## config.mk

```make
export PLATFORM = sky130hd
export DESIGN_NAME = wb_stage_pipe
export DESIGN_NICKNAME = d
export VERILOG_FILES = /design/src/rtl/wb_stage_pipe.sv
export SDC_FILE = /design/constraint.sdc
export NUM_CORES = 1
export LEC_CHECK = 0
export BUFFER_PORTS_ARGS = -buffer_cell sky130_fd_sc_hd__buf_2
export CELL_PAD_IN_SITES_DETAIL_PLACEMENT = 1
export CELL_PAD_IN_SITES_GLOBAL_PLACEMENT = 1
export CORE_MARGIN = 2
export CORE_UTILIZATION = 30
export DETAILED_ROUTE_END_ITERATION = 8
export HOLD_SLACK_MARGIN = 0.1
export PLACE_DENSITY_LB_ADDON = 0.1
export SLEW_MARGIN = 15
export SYNTH_ARGS = -nofsm -noshare
export SYNTH_HDL_FRONTEND = slang
export SYNTH_SLANG_ARGS = --single-unit
export TNS_END_PERCENT = 100
```

## constraint.sdc

```tcl
create_clock -name clk -period 2.75 [get_ports clk]
set_input_delay 0.55 -clock clk [delete_from_list [all_inputs] [get_ports clk]]
set_output_delay 0.55 -clock clk [all_outputs]
set_load 0.02 [all_outputs]
```

## src/rtl/wb_stage_pipe.sv

```systemverilog
// Writeback stage with its own M/W pipeline register, sub-word load alignment,
// six-way GRF write-data select and a retired-instruction counter. Sub-word load
// extension is built only when the WB_LOAD_EXT_EN macro is defined.
module wb_stage_pipe #(
  parameter int unsigned DW = 32,
  parameter int unsigned AW = 5,
  parameter int unsigned CW = 32,
  parameter logic [DW-1:0] PC_RESET = 32'h0000_3000
) (
  input  logic          clk,
  input  logic          reset,
  input  logic          W_stall,
  input  logic          W_flush,
  input  logic          M_valid,
  input  logic [DW-1:0] M_PC,
  input  logic [AW-1:0] M_GRF_WA,
  input  logic          M_GRF_WE,
  input  logic [2:0]    M_WDSrc,
  input  logic [2:0]    M_LoadType,
  input  logic [1:0]    M_ByteOff,
  input  logic [DW-1:0] M_ALU_Y,
  input  logic [DW-1:0] M_DM_RD,
  input  logic [DW-1:0] M_HI,
  input  logic [DW-1:0] M_LO,
  input  logic [DW-1:0] M_CP0Out,
  output logic          W_valid,
  output logic [DW-1:0] W_PC,
  output logic [AW-1:0] W_GRF_WA,
  output logic          W_GRF_WE,
  output logic [DW-1:0] W_GRF_WD,
  output logic [CW-1:0] W_RetireCnt
);

  localparam logic [2:0] SRC_ALU = 3'd0;
  localparam logic [2:0] SRC_DM  = 3'd1;
  localparam logic [2:0] SRC_PC8 = 3'd2;
  localparam logic [2:0] SRC_CP0 = 3'd3;
  localparam logic [2:0] SRC_HI  = 3'd4;
  localparam logic [2:0] SRC_LO  = 3'd5;

  localparam logic [DW-1:0] PC_STEP = DW'(8);

  logic          r_valid;
  logic [DW-1:0] r_pc;
  logic [AW-1:0] r_wa;
  logic          r_we;
  logic [2:0]    r_wdsrc;
  logic [DW-1:0] r_alu;
  logic [DW-1:0] r_dm;
  logic [DW-1:0] r_hi;
  logic [DW-1:0] r_lo;
  logic [DW-1:0] r_cp0;
  logic [CW-1:0] r_retire_cnt;

  logic          w_retire;
  logic [DW-1:0] w_dm_ext;
  logic [DW-1:0] w_wd;

  // Reset and flush both leave a bubble with PC parked at PC_RESET.
  always_ff @(posedge clk) begin
    if (reset || W_flush) begin
      r_valid <= 1'b0;
      r_pc    <= PC_RESET;
      r_wa    <= '0;
      r_we    <= 1'b0;
      r_wdsrc <= SRC_ALU;
      r_alu   <= '0;
      r_dm    <= '0;
      r_hi    <= '0;
      r_lo    <= '0;
      r_cp0   <= '0;
    end else if (!W_stall) begin
      r_valid <= M_valid;
      r_pc    <= M_PC;
      r_wa    <= M_GRF_WA;
      r_we    <= M_GRF_WE;
      r_wdsrc <= M_WDSrc;
      r_alu   <= M_ALU_Y;
      r_dm    <= M_DM_RD;
      r_hi    <= M_HI;
      r_lo    <= M_LO;
      r_cp0   <= M_CP0Out;
    end
  end

`ifdef WB_LOAD_EXT_EN
  logic [2:0] r_loadtype;
  logic [1:0] r_byteoff;
  logic [7:0]  w_byte_lane [4];
  logic [15:0] w_half_lane [2];
  logic [7:0]  w_byte;
  logic [15:0] w_half;

  always_ff @(posedge clk) begin
    if (reset || W_flush) begin
      r_loadtype <= 3'd0;
      r_byteoff  <= 2'd0;
    end else if (!W_stall) begin
      r_loadtype <= M_LoadType;
      r_byteoff  <= M_ByteOff;
    end
  end

  // Lanes that fall outside a narrow datapath read as zero.
  for (genvar gi = 0; gi < 4; gi++) begin : g_byte_lane
    if (8 * gi + 8 <= DW) begin : g_in
      assign w_byte_lane[gi] = r_dm[8*gi +: 8];
    end else begin : g_out
      assign w_byte_lane[gi] = 8'd0;
    end
  end

  for (genvar gi = 0; gi < 2; gi++) begin : g_half_lane
    if (16 * gi + 16 <= DW) begin : g_in
      assign w_half_lane[gi] = r_dm[16*gi +: 16];
    end else begin : g_out
      assign w_half_lane[gi] = 16'd0;
    end
  end

  assign w_byte = w_byte_lane[r_byteoff];
  assign w_half = w_half_lane[r_byteoff[1]];

  always_comb begin
    w_dm_ext = r_dm;
    case (r_loadtype)
      3'd1: w_dm_ext = {{(DW-8){1'b0}}, w_byte};
      3'd2: w_dm_ext = {{(DW-8){w_byte[7]}}, w_byte};
      3'd3: w_dm_ext = {{(DW-16){1'b0}}, w_half};
      3'd4: w_dm_ext = {{(DW-16){w_half[15]}}, w_half};
      default: w_dm_ext = r_dm;
    endcase
  end
`else
  logic w_unused_load;

  assign w_unused_load = ^{M_LoadType, M_ByteOff};
  assign w_dm_ext      = r_dm;
`endif

  always_comb begin
    w_wd = '0;
    case (r_wdsrc)
      SRC_ALU: w_wd = r_alu;
      SRC_DM:  w_wd = w_dm_ext;
      SRC_PC8: w_wd = r_pc + PC_STEP;
      SRC_CP0: w_wd = r_cp0;
      SRC_HI:  w_wd = r_hi;
      SRC_LO:  w_wd = r_lo;
      default: w_wd = '0;
    endcase
  end

  assign w_retire = r_valid && !W_stall && !W_flush;

  always_ff @(posedge clk) begin
    if (reset) begin
      r_retire_cnt <= '0;
    end else if (w_retire) begin
      r_retire_cnt <= r_retire_cnt + CW'(1);
    end
  end

  assign W_valid     = r_valid;
  assign W_PC        = r_pc;
  assign W_GRF_WA    = r_wa;
  assign W_GRF_WE    = r_we && r_valid && (r_wa != '0);
  assign W_GRF_WD    = w_wd;
  assign W_RetireCnt = r_retire_cnt;

endmodule

```

==> results.ini <==
[floorplan]
rows = 69
die_w_um = 193.4
die_h_um = 193.4
start_util_pct = 30.32
coreArea_mm2 = 0.03548
die_area_mm2 = 0.03739
io_pins = 314

[timing]
max_freq_ghz = 0.3261
final_hold_viol_count = 0
slew_viol_final = 0
rsz0062_at_grt = true
hold_ws_ns = 0.2216
worst_pin_slew_ns = 1.074
skew_ns = 0.005394
fin_crit_sh_pct = 111.5
worst_slack_ns = -0.3164
slew_headroom_pct = 28.43
post-route-min-period_ns = 3.066
setup_viol = 21

[grt]
use_met2_pct = 33.04
grt_pass1_vias = 10140
grt_pass1_wl_mm = 61.93
met1_usage_pct = 29.19
grt_use_met3_pct = 5.683
grtUsageTotal_pct = 21.08
gr-max-usage-layer = met2
overflow = 0
grt_max_degree = 120
antenna_found_initial = 11

[synthesis]
synth_cell_types = 50
synth_top_area_share_pct = 43.55
syn_area_per_cell_um2 = 9.226
synth_fp_nets = 1379
seq_area_frac_synth_pct = 43.55
synth_common_cells = nor2_1 (236), dfxtp_1 (234), mux2i_1 (228), clkbuf_1 (67), nand2_1 (54)
synth_area_leaders = dfxtp_1 (44%), mux2i_1 (21%), nor2_1 (8.2%)
synth_top_family_by_area = multiplexers
synth_compound_area_share_pct = 9.956
ys_seq_elements = 234
synth_most_common_cell = nor2_1
synthArstFlopShare_pct = 0
synthXorXnorAreaFrac_pct = 1.710
postSynthCellCount = 1166
synthMuxAreaShare_pct = 23.52
synth-edff-count = 0
synth_largest_area_cell = dfxtp_1
ys_warn_count = 0
synth_adder_area_share_pct = 0.2326
synth_ff_type = dfxtp_1
synth.cell_area_mm2 = 0.01076
yosys.area_share.simple_pct = 17.40

[setup_path]
crit_arrival_ns = 2.52
path_class = reg2out
endpoint_kind = output port
regToRegSetupSlack_ns = 0.58
crit_fanout = 8
cp-start-kind = register
crit_required_ns = 2.20

[power]
p_leak_nw = 6.818
p_comb_share_pct = 11.3
seqPwrFrac_pct = 42.4
pwr-share-clk_pct = 46.2
p_per_area_mw_per_mm2 = 546.0
switching_share_pct = 24.84
p_int_mw = 6.293
ir_worst_vdd_v = 0.0004356
p_switching_mw = 2.080
total_power_mw = 8.373

[clock_tree]
numCtsBuffers = 29
cts_buffer_depth = 3
clk_pin_slew_ns = 0.06
cts_max_level = 1
clock-root-buffer = clkbuf_16
cts_tree = yes
clock_latency_ns = 0.55
cts_hold_buf = 0
clock_sinks = 234

[final_layout]
n_fill_cell = 4088
fin_cells = 1998
nets = 1722
final_util_pct = 43.22
drive_gt1_share_pct = 35.79
area_delta_synth_final_pct = 42.54

[placement]
pre_cts_ws_ns = -0.06065
dp_hpwl_mm = 28.02
gp_congestion = 0.7673
dpl.cell_count = 1893
io_buffers = 308

[outcome]
violations = setup timing
outcome = finished, violations left

[job]
drv_cap = 0

[route]
dr.pass1.iters = 4
antenna_left = 0
drc = 0
num_vias = 10000
finalWirelength_mm = 41.95
viasPerCell = 5.006
wl_per_cell_um = 20.99
drt_iter0_markers = 321

[hold_path]
holdCritPathClass = in2reg

-- power by group through the flow --
stage	Combinational (mW)	Clock, mW	Sequential [mW]
final	0.949	3.87	3.55
after global routing	1.03	4.15	3.56
after CTS	0.903	3.99	3.55
after detailed placement	0.835	0	3.62
after global placement	0.825	0	3.62
after floorplan	0.452	0	3.63
-- cell families after synthesis --
logic type	count (synthesis)
compound gates	150
xor+xnor	21
fa+ha+maj	2
buf+inv	100
flops	234
mux	249
simple gates	410
-- metal layers --
metal  routed length (um)  part of all wire (%)  vias to the layer above
li1                     -                     -                     4887
met5                   94                  0.22                        -
met3                 2740                   6.5                       47
met2                18990                    45                      206
met4                  622                   1.5                       14
met1                19500                    46                     4848
-- registers in the layout (all words and copies together) (netlist names) --
name,count
r_we,1
W_GRF_WA,5
r_alu,32
W_valid,1
r_cp0,32
r_lo,32
W_RetireCnt,32
r_hi,32
r_wdsrc,3
r_dm,32
W_PC,32
-- area by class of cell --
class / instances / area (um2) / area share (%)
Antenna cell: 6 / 15.01 / 0.09791
Clock buffer: 43 / 828.3 / 5.401
Clock inverter: 10 / 125.1 / 0.8159
Inverter: 7 / 30.03 / 0.1958
Multi-Input combinational cell: 832 / 6086 / 39.69
Sequential cell: 234 / 4722 / 30.79
Tap cell: 461 / 576.8 / 3.761
Timing Repair Buffer: 405 / 2952 / 19.25
-- what timing repair did --
item / CTS / global route
setup endpoints to repair: 31 / 32
resized for setup: 107 / 79
buffers inserted: 13 / 23
gates cloned: 7 / 5
endpoints found under the hold margin: 0 / 0
pin swaps: 21 / 24
-- worst max-delay path: stages, from the launching register on --
cell     delay, ns
dfxtp_4       0.37
buf_6         0.11
nand4_4       0.09
or4_4         0.54
buf_8         0.17
or4b_4        0.48
nand3_2       0.09
buf_6         0.12
-- cell usage in the layout, fill, tap and decap left out, drive strengths merged, types with 20 or more instances in the layout --
cell type,instances
dfxtp,234
mux2i,228
buf,397
a21oi,25
nor2,236
mux2,20
nand2,54
clkbuf,48
a22oi,28
nand3,30
or4,24
-- worst paths after layout --
path                   startpoint              end  cells after the start
hold / removal           M_PC[13]         W_PC[13]                      3
setup reg to reg          W_valid  W_RetireCnt[31]                      4
hold reg to reg   W_RetireCnt[20]  W_RetireCnt[20]                      2
setup / recovery          W_PC[4]     W_GRF_WD[30]                      7
-- stage by stage --
step,setup TNS [ns],cell area [um2]
detailed placement,-0.1647,13020
finish,-3.917,15330
global placement,-0.1318,13020
global route,-5.852,15320
floorplan,0,10770
CTS,-4.535,14690
Power figures use the tool's default switching activity.
